<file path="config.mk">
export PLATFORM = sky130hd
export DESIGN_NAME = fifo_write_logic
export DESIGN_NICKNAME = d
export VERILOG_FILES = /design/src/rtl/fifo_write_logic.sv
export SDC_FILE = /design/constraint.sdc
export NUM_CORES = 1
export LEC_CHECK = 0
export ABC_AREA = 0
export CAP_MARGIN = 20
export CORE_MARGIN = 2
export CORE_UTILIZATION = 45
export DETAILED_ROUTE_END_ITERATION = 8
export GPL_TIMING_DRIVEN = 1
export HOLD_SLACK_MARGIN = 0.15
export PLACE_DENSITY = 0.87
export REMOVE_ABC_BUFFERS = 1
export SLEW_MARGIN = 5
export SYNTH_ARGS = -nofsm -noshare
export SYNTH_HDL_FRONTEND = slang
export SYNTH_SLANG_ARGS = --single-unit
export TNS_END_PERCENT = 50
</file>
<file path="constraint.sdc">
create_clock -name clk -period 1.73 [get_ports clk]
set_input_delay 0.519 -clock clk [delete_from_list [all_inputs] [get_ports clk]]
set_output_delay 0.519 -clock clk [all_outputs]
set_load 0.05 [all_outputs]
</file>
<file path="src/rtl/fifo_write_logic.sv">
`default_nettype none
// ============================================================================
// fifo_write_logic : router packet FIFO write side (slot fill, LEN/index commit,
//                    Gray write pointer, full flag). Option: FIFO_WR_STATS_EN
// Revision 1.0
// ============================================================================
module fifo_write_logic #(
  parameter int PTR_SZ    = 2,
  parameter int PTR_IN_SZ = 4,
  parameter int UWIDTH    = 8
) (
  input  logic                 clk,
  input  logic                 rst,
  input  logic                 in_valid,
  input  logic                 in_sop,
  input  logic                 in_eop,
  input  logic [UWIDTH-1:0]    in_data,
  output logic                 in_ready,
  input  logic [PTR_SZ-1:0]    rq2_rptr_gray,
  output logic                 uwrite_en,
  output logic [PTR_SZ-1:0]    uaddr,
  output logic [PTR_IN_SZ-1:0] uaddr_in,
  output logic [UWIDTH-1:0]    udata_out,
  output logic                 iwrite_en,
  output logic [PTR_SZ-1:0]    iaddr,
  output logic [PTR_SZ-1:0]    idata,
  output logic [PTR_SZ-1:0]    wptr_gray,
  output logic                 full,
  output logic                 pkt_drop
`ifdef FIFO_WR_STATS_EN
  ,
  output logic [7:0]           drop_count
`endif
);

  typedef enum logic [1:0] {
    S_IDLE   = 2'd0,
    S_WRITE  = 2'd1,
    S_DROP   = 2'd2,
    S_COMMIT = 2'd3
  } state_t;

  state_t                 state_q, state_d;
  logic [PTR_SZ-1:0]      wptr_q, wptr_d;
  logic [PTR_IN_SZ-1:0]   cnt_q, cnt_d;
  logic                   uwrite_en_q, uwrite_en_d;
  logic [PTR_SZ-1:0]      uaddr_q, uaddr_d;
  logic [PTR_IN_SZ-1:0]   uaddr_in_q, uaddr_in_d;
  logic [UWIDTH-1:0]      udata_q, udata_d;
  logic                   iwrite_en_q, iwrite_en_d;
  logic [PTR_SZ-1:0]      iaddr_q, iaddr_d;
  logic [PTR_SZ-1:0]      wgray_q, wgray_d;
  logic                   pkt_drop_q, pkt_drop_d;

  logic [PTR_SZ-1:0]      rptr_bin;
  logic [PTR_SZ-1:0]      wptr_inc;
  logic [PTR_IN_SZ-1:0]   cnt_inc;
  logic                   accept;
  logic                   oversize;

  always_comb begin
    rptr_bin = '0;
    for (int i = 0; i < PTR_SZ; i++) begin
      rptr_bin[i] = ^(rq2_rptr_gray >> i);
    end
  end

  assign wptr_inc = wptr_q + 1'b1;
  assign cnt_inc  = cnt_q + 1'b1;
  // One slot is always left empty so full/empty stay distinguishable.
  assign full     = (wptr_inc == rptr_bin);
  assign in_ready = ((state_q == S_IDLE) && !full) || (state_q == S_WRITE) || (state_q == S_DROP);
  assign accept   = in_valid && in_ready;
  assign oversize = (cnt_q == '1);

  always_comb begin
    state_d     = state_q;
    wptr_d      = wptr_q;
    cnt_d       = cnt_q;
    uwrite_en_d = 1'b0;
    uaddr_d     = uaddr_q;
    uaddr_in_d  = uaddr_in_q;
    udata_d     = udata_q;
    iwrite_en_d = 1'b0;
    iaddr_d     = iaddr_q;
    wgray_d     = wgray_q;
    pkt_drop_d  = 1'b0;

    if (accept && in_sop) begin
      // A sop outside IDLE abandons the packet in flight and reuses its slot.
      pkt_drop_d  = (state_q != S_IDLE);
      uwrite_en_d = 1'b1;
      uaddr_d     = wptr_q;
      uaddr_in_d  = PTR_IN_SZ'(1);
      udata_d     = in_data;
      cnt_d       = PTR_IN_SZ'(1);
      state_d     = in_eop ? S_COMMIT : S_WRITE;
    end else if (accept) begin
      case (state_q)
        S_WRITE: begin
          if (oversize) begin
            pkt_drop_d = in_eop;
            state_d    = in_eop ? S_IDLE : S_DROP;
          end else begin
            cnt_d       = cnt_inc;
            uwrite_en_d = 1'b1;
            uaddr_d     = wptr_q;
            uaddr_in_d  = cnt_inc;
            udata_d     = in_data;
            if (in_eop) state_d = S_COMMIT;
          end
        end
        S_DROP: begin
          if (in_eop) begin
            pkt_drop_d = 1'b1;
            state_d    = S_IDLE;
          end
        end
        default: ;
      endcase
    end else if (state_q == S_COMMIT) begin
      uwrite_en_d = 1'b1;
      uaddr_d     = wptr_q;
      uaddr_in_d  = '0;
      udata_d     = UWIDTH'(cnt_q);
      iwrite_en_d = 1'b1;
      iaddr_d     = wptr_q;
      wptr_d      = wptr_inc;
      wgray_d     = wptr_inc ^ (wptr_inc >> 1);
      state_d     = S_IDLE;
    end
  end

  always_ff @(posedge clk or negedge rst) begin
    if (!rst) begin
      state_q     <= S_IDLE;
      wptr_q      <= '0;
      cnt_q       <= '0;
      uwrite_en_q <= 1'b0;
      uaddr_q     <= '0;
      uaddr_in_q  <= '0;
      udata_q     <= '0;
      iwrite_en_q <= 1'b0;
      iaddr_q     <= '0;
      wgray_q     <= '0;
      pkt_drop_q  <= 1'b0;
    end else begin
      state_q     <= state_d;
      wptr_q      <= wptr_d;
      cnt_q       <= cnt_d;
      uwrite_en_q <= uwrite_en_d;
      uaddr_q     <= uaddr_d;
      uaddr_in_q  <= uaddr_in_d;
      udata_q     <= udata_d;
      iwrite_en_q <= iwrite_en_d;
      iaddr_q     <= iaddr_d;
      wgray_q     <= wgray_d;
      pkt_drop_q  <= pkt_drop_d;
    end
  end

  assign uwrite_en = uwrite_en_q;
  assign uaddr     = uaddr_q;
  assign uaddr_in  = uaddr_in_q;
  assign udata_out = udata_q;
  assign iwrite_en = iwrite_en_q;
  assign iaddr     = iaddr_q;
  assign idata     = iaddr_q;
  assign wptr_gray = wgray_q;
  assign pkt_drop  = pkt_drop_q;

`ifdef FIFO_WR_STATS_EN
  logic [7:0] drop_count_q, drop_count_d;

  always_comb begin
    drop_count_d = drop_count_q;
    if (pkt_drop_d && (drop_count_q != 8'hFF)) drop_count_d = drop_count_q + 8'd1;
  end

  always_ff @(posedge clk or negedge rst) begin
    if (!rst) drop_count_q <= 8'd0;
    else      drop_count_q <= drop_count_d;
  end

  assign drop_count = drop_count_q;
`endif

endmodule
`default_nettype wire

</file>
==> flow_summary.toml <==
[sta]
drv_slew = 0
period_minus_slack_ps = 2022
timing.final.crit_share = 1.169
worst_slack_ps = -292.1
tightest_slew_ps = 410.5
rsz0062_at_grt = "yes"
fmax_mhz = 494.5
clock_skew_ps = 4.779
hold_violations = 0
setup_viol = 22
max-slew-margin-rel = 0.7261

[critical_path]
slowest_delay_ps = 450
reg2reg_depth = 9
critPathKind = "flop to primary output"
r2r_end = "uaddr[0]$_DFFE_PN0P_"
path_buf_inv = 4
end_kind = "primary output"
reg2reg_from = "state_q[0]$_DFFE_PN0P_"
cp_top_family = "flip-flops"
crit_chain = "inv_2 > buf_6 > ha_4 > inv_1 > o21ai_2 > buf_12"
cpMaxStageDelayCell = "dfrtp_2"
cp_max_fo = 3
cp_data_arrival_time_ps = 1500
rrSetupSlack_ps = -180
critPathLaunchType = "flop"
crit_required_ps = 1210

[detailed_routing]
avgViaCountPerCell = 6.101
via_count = 1806
drcViolationCount = 0
post_drt_wl_per_cell_um = 20.68
postRouteAntennaNets = 0
dr.pass1.iters = 4
drt_iter0_markers = 131
drt-total-wl_um = 6120

[layout]
design_area_sq_um = 3073
final_nets = 269
fillers = 194
area_growth_pct = 74.06
diodes = 0
drive_above_1_share = 0.4556

[cts]
cts-root-buf = "clkbuf_8"
clk_latency_ps = 280
cts.hold.buffers_added = 0
cts_buffer_depth = 2
htree_levels = 1
cts.sinks = 28
cts.clk_slew.worst_paths_ps = 100
cts_buffers = 3
cts_tree = "done"

[worst_hold_path]
hold_path_depth = 1
hold-path-endpoint = "cnt_q[1]$_DFFE_PN0P_"
min_from = "cnt_q[1]$_DFFE_PN0P_"
worstHoldPathType = "flop to flop"

[placement]
place_area_sq_um = 2646
gp_congestion = 0.7830
dpl.hpwl_um = 3438
port_buffers = 39
dp_slack_ps = -733.9

[global_route]
grt_usage = 0.2553
grt_max_degree = 29
grt_pass1_vias = 1763
antenna_found_initial = 0
grt_first_pass_wirelength_um = 8638
grt_overflow_total = 0

[synth]
syn_avg_cell_area_sq_um = 10.38
yosys_warnings = 0
synthCells = 170
ys_ff_latch = 28
synthTopCellsByCount = "dfrtp_1, mux2i_1, inv_1, nand4_1, nand2_1"
ys.flop_type = "dfrtp_1"
synth_edf_count = 0
synth.most_common_cell = "dfrtp_1"
synth_area_leaders = "dfrtp_1, mux2i_1, nand4_1"
synth.top_cell.area_share = 0.3969
ys_types = 51
ys_seq_area_frac = 0.3969
syn_area_sq_um = 1765
yosys.area.top_type = "dfrtp_1"
async_flop_share = 1.000

[power]
powerDensity_nw_per_um2 = 2299
power_w = 0.007065
leakage_nw = 1.359
max-vdd-ir-drop_mv = 1.317

[floorplan]
start_util = 0.4751
fp.dieW_um = 66.64
core_sq_um = 3716
die_height_um = 66.64
dieArea_sq_um = 4440
io-pin-count = 40
rows = 22

[outcome]
violations = "setup timing"
status = "complete, but fails checks"

[flow_run]
cap_violations = 0
how the worst max path moves through the flow:
stage	from	slack, ps	depth (start not counted)	endpoint
CTS	wptr_q[0]$_DFFE_PN0P_	-240	4	in_ready
floorplan	wptr_q[1]$_DFFE_PN0P_	-1290	3	in_ready
detailed placement	rq2_rptr_gray[1]	-730	5	in_ready
global route	wptr_q[0]$_DFFE_PN0P_	-370	5	full
finish	state_q[1]$_DFFE_PN0P_	-290	6	in_ready
global placement	rq2_rptr_gray[1]	-630	5	in_ready
cell type report:
| cell class | count | area, sq um | area share |
|---|---|---|---|
| Clock buffer | 3 | 41.29 | 0.01344 |
| Tap cell | 48 | 60.06 | 0.01954 |
| Sequential cell | 28 | 704.4 | 0.2292 |
| Multi-Input combinational cell | 115 | 1075 | 0.3498 |
| Timing Repair Buffer | 88 | 1114 | 0.3624 |
| Inverter | 13 | 48.80 | 0.01588 |
| Clock inverter | 1 | 30.03 | 0.009772 |
sequential cells by signal, summed over array words and instances, names as in the netlist, 2 cells and up:
signal	count
iaddr	2
cnt_q	4
uaddr_in	4
wptr_q	2
udata_out	8
state_q	2
uaddr	2
per-layer routing:
metal / wire length (um) / global-route usage
met1: 2243 / 0.3012
met3: 356 / 0.03716
met4: 314 / 0.08929
met5: 0 / 0
met2: 3205 / 0.4675
worst register-to-register path: cells and delay by family (launching register included):
family / cells / cell delay [ps]
AOI/OAI and AO/OA: 2 / 530
adders and majority gates: 1 / 150
buffers and inverters: 5 / 620
DFF: 1 / 450
and+or+nand+nor: 1 / 90
cell usage in the layout (no fill, tap or decap), types with 2 or more instances in the layout:
cell             synthesis  routed
o21ai_0                  3       2
a21oi_2                  0       3
xor2_1                   2       2
nand3_1                  4       3
a31oi_1                  3       2
buf_4                    5      30
a21oi_1                  7       4
nor2b_1                  2       2
nand2_1                  8       8
a211o_1                  2       2
o211ai_1                 5       5
dfrtp_2                  0       3
dfrtp_1                 28      25
ha_4                     0       3
a21o_1                   3       3
and3_1                   2       2
inv_1                   13      11
o32ai_1                  2       2
buf_12                   0      26
buf_6                    2      15
clkbuf_16                0       2
a22oi_1                  2       2
nand4_1                 13      13
inv_2                    0       2
o21ai_4                  1       2
xnor2_1                  2       2
nor4b_4                  1       2
mux2i_1                 15      15
o22ai_1                  3       2
clkdlybuf4s50_1          0      12
clkbuf_8                 0       3
a41oi_1                  2       2
cell families (layout without fill, tap and decap cells):
group                    Yosys count  after routing  synth area share
XOR/XNOR                           5              5           0.02906
AND/OR/NAND/NOR                   42             42            0.1517
AO/OA/AOI/OAI                     45             46            0.2013
buffers and inverters             28            105           0.08150
flip-flops                        28             28            0.3969
adder cells (fa/ha/maj)            5              5           0.03544
multiplexers                      17             17            0.1042
power breakdown:
part	total, W	internal [W]	switching [W]
Combinational	0.00514	0.00256	0.00258
Clock	0.000534	0.000310	0.000224
Sequential	0.00139	0.000958	0.000431
what timing repair did:
action,in CTS,in global routing
setup endpoints to repair,24,24
gates cloned,1,2
buffers inserted,5,9
resized for setup,17,38
pin swaps,11,27
metrics by stage:
step	util	hold WS [ps]	cells	setup TNS (ps)
floorplan	-	223.4	155	-8705
global placement	0.7121	527.1	277	-10940
detailed placement	0.7121	535.8	277	-12220
CTS	0.7552	560.4	287	-923.7
global route	0.8269	597.6	296	-3796
finish	0.8269	578.4	296	-2417
Power figures use the tool's default switching activity.
==> variant: new RTL, same flow settings <==
`PTR_SZ`: 2 -> 1.
--- a/src/rtl/fifo_write_logic.sv
+++ b/src/rtl/fifo_write_logic.sv
@@ -5,7 +5,7 @@
 // Revision 1.0
 // ============================================================================
 module fifo_write_logic #(
-  parameter int PTR_SZ    = 2,
+  parameter int PTR_SZ    = 1,
   parameter int PTR_IN_SZ = 4,
   parameter int UWIDTH    = 8
 ) (
Ports: changed (5 resized); port bits go from 40 to 35. The function was not compared with the original's and may differ.
==> variant against the unedited design <==
Sequential cell count is 4 lower; global-route usage is 5.8 points higher; maximum frequency is 0.50% lower; power is 25% lower; cell count is 32% lower; setup slack worse by 0.010 ns; the run still ends with setup timing left; synthesized area is 32% lower; hold slack worse by 0.0062 ns; final area is 27% lower; wire length is 14% lower.
==> variant: results (changes against the unedited design) <==
io_buffers: 34  # was 39
drt_wl_total_um: 5284  # was 6120 um
synth-compound-area-share_pct: 16.22  # was 20.13%
track_usage_pct: 31.34  # was 25.53%
timing.rr.start: "state_q[0]"  # unchanged
layout.nets: 190  # was 269
finalWorstSetupSlack_ns: -0.3022  # was -0.2921 ns
worstHoldStart: "uaddr_in[3]"  # was cnt_q[1]
dp.cells: 183  # was 277
leakage_nw: 1.065  # was 1.359 nW
maxCapViolations: 0  # unchanged
drt_first_pass_iters: 4  # unchanged
grt_pass1_wl_um: 7348  # was 8638 um
cts_buffer_depth: 2  # unchanged
cts.clk_slew.worst_paths_ns: 0.14  # was 0.10 ns
drive_gt1_share_pct: 53.53  # was 45.56%
largest_register_ff_count: 8  # unchanged
antenna_found_initial: 1  # was 0
synthTopCellsByArea: "dfrtp_1 50%, mux2_2 9.4%, ha_1 5.2%"  # was dfrtp_1 40%, mux2i_1 8.5%, nand4_1 4.6%
num_vias: 1285  # was 1806
setup_violations: 19  # was 22
power.switching_mw: 2.415  # was 3.234 mW
wire_per_inst_um: 26.29  # was 20.68 um
dpl.hpwl_um: 2675  # was 3438 um
muxShareOfSynthArea_pct: 11.85  # was 10.42%
synth_xor_area_share_pct: 2.911  # was 2.906%
synthArstFlopShare_pct: 100.0  # unchanged
synthTopCellsByCount: "24 x dfrtp_1, 10 x mux2_2, 6 x a22o_1, 6 x inv_1, 6 x nor2_1"  # was 28 x dfrtp_1, 15 x mux2i_1, 13 x inv_1, 13 x nand4_1, 8 x nand2_1
clock-root-buffer: "clkbuf_4"  # was clkbuf_8
synthAdderAreaFrac_pct: 5.198  # was 3.544%
gp_congestion: 0.7953  # was 0.7830
dp_slack_ns: -0.6762  # was -0.7339 ns
synth_cells: 103  # was 170
status: "finished, violations left"  # unchanged
placed_area_um2: 1903  # was 2646 um^2
ys_seq_area_share_pct: 49.90  # was 39.69%
hp-class: "flop to flop"  # unchanged
violations: "setup timing"  # unchanged
ys_types: 33  # was 51
vdd_ir_drop_max_v: 0.002243  # was 0.001317 V
cp_max_fo: 4  # was 3
drtIter0Drc: 79  # was 131
grt_max_degree: 25  # was 29
cp_data_arrival_time_ns: 1.51
skew_ns: 0.006150  # was 0.004779 ns
clock_latency_ns: 0.33  # was 0.28 ns
slew_headroom_pct: 76.21  # was 72.61%
[variant: cell families (layout without fill, tap and decap cells)]
family | count (synthesis) | in the layout
compound gates | 25 | 25
mux | 12 | 13
simple gates | 23 | 23
buf+inv | 10 | 76
fa+ha+maj | 5 | 5
xor+xnor | 4 | 4
other cells | 0 | 1
flops | 24 | 24
[variant: repair_timing]
action / in CTS / in global routing
pin swaps: 8 / 9
gates resized for setup: 28 / 16
setup buffers: 3 / 9
endpoints found under the setup margin: 20 / 21
gates cloned: 1 / 0
[variant: power by group through the flow]
stage | logic, mW | registers [mW] | clock network (mW)
floorplan | 0.953 | 1.57 | 0
global placement | 2.85 | 1.04 | 0
detailed placement | 2.98 | 1.06 | 0
CTS | 3.36 | 1.06 | 0.301
global route | 4.00 | 1.10 | 0.332
finish | 3.89 | 1.09 | 0.310
[variant: routing by layer]
layer  vias to the layer above  global-route usage (%)  routed length (um)
met2                       120                   51.87                2626
li1                        507                       -                   -
met5                         -                       0                   0
met1                       636                   40.60                1990
met4                         0                   11.50                 201
met3                        22                   6.279                 465
[variant: through the flow]
step           hold slack, ns  TNS [ns]
3_3_place_gp           0.5319    -10.01
4_1_cts                0.5637    -2.292
2_1_floorplan          0.2234    -3.839
5_1_grt                0.5868    -4.505
6_report               0.5723    -3.574
3_5_place_dp           0.5369    -12.28
[variant: final timing paths]
kind	end	depth (start not counted)
worst max-delay path	in_ready	6
worst min-delay path	uaddr_in[3]	1
worst max register to register	udata_out[1]	6
worst min register to register	uaddr_in[3]	1
max in group asynchronous	pkt_drop	2
min in group asynchronous	udata_out[6]	2
[variant: critical path, cell delays in order, from the launching register on]
cell     delay (ns)
dfrtp_1        0.45
inv_2          0.11
ha_4           0.19
buf_6          0.13
nor2_4         0.09
nand2_2        0.08
buf_12         0.15
[variant: cell type report]
type	count	area, um^2
Antenna cell	1	2.502
Clock buffer	4	36.28
Fill cell	89	267.8
Inverter	6	22.52
Multi-Input combinational cell	70	710.7
Sequential cell	24	600.6
Tap cell	30	37.54
Timing Repair Buffer	66	822.0
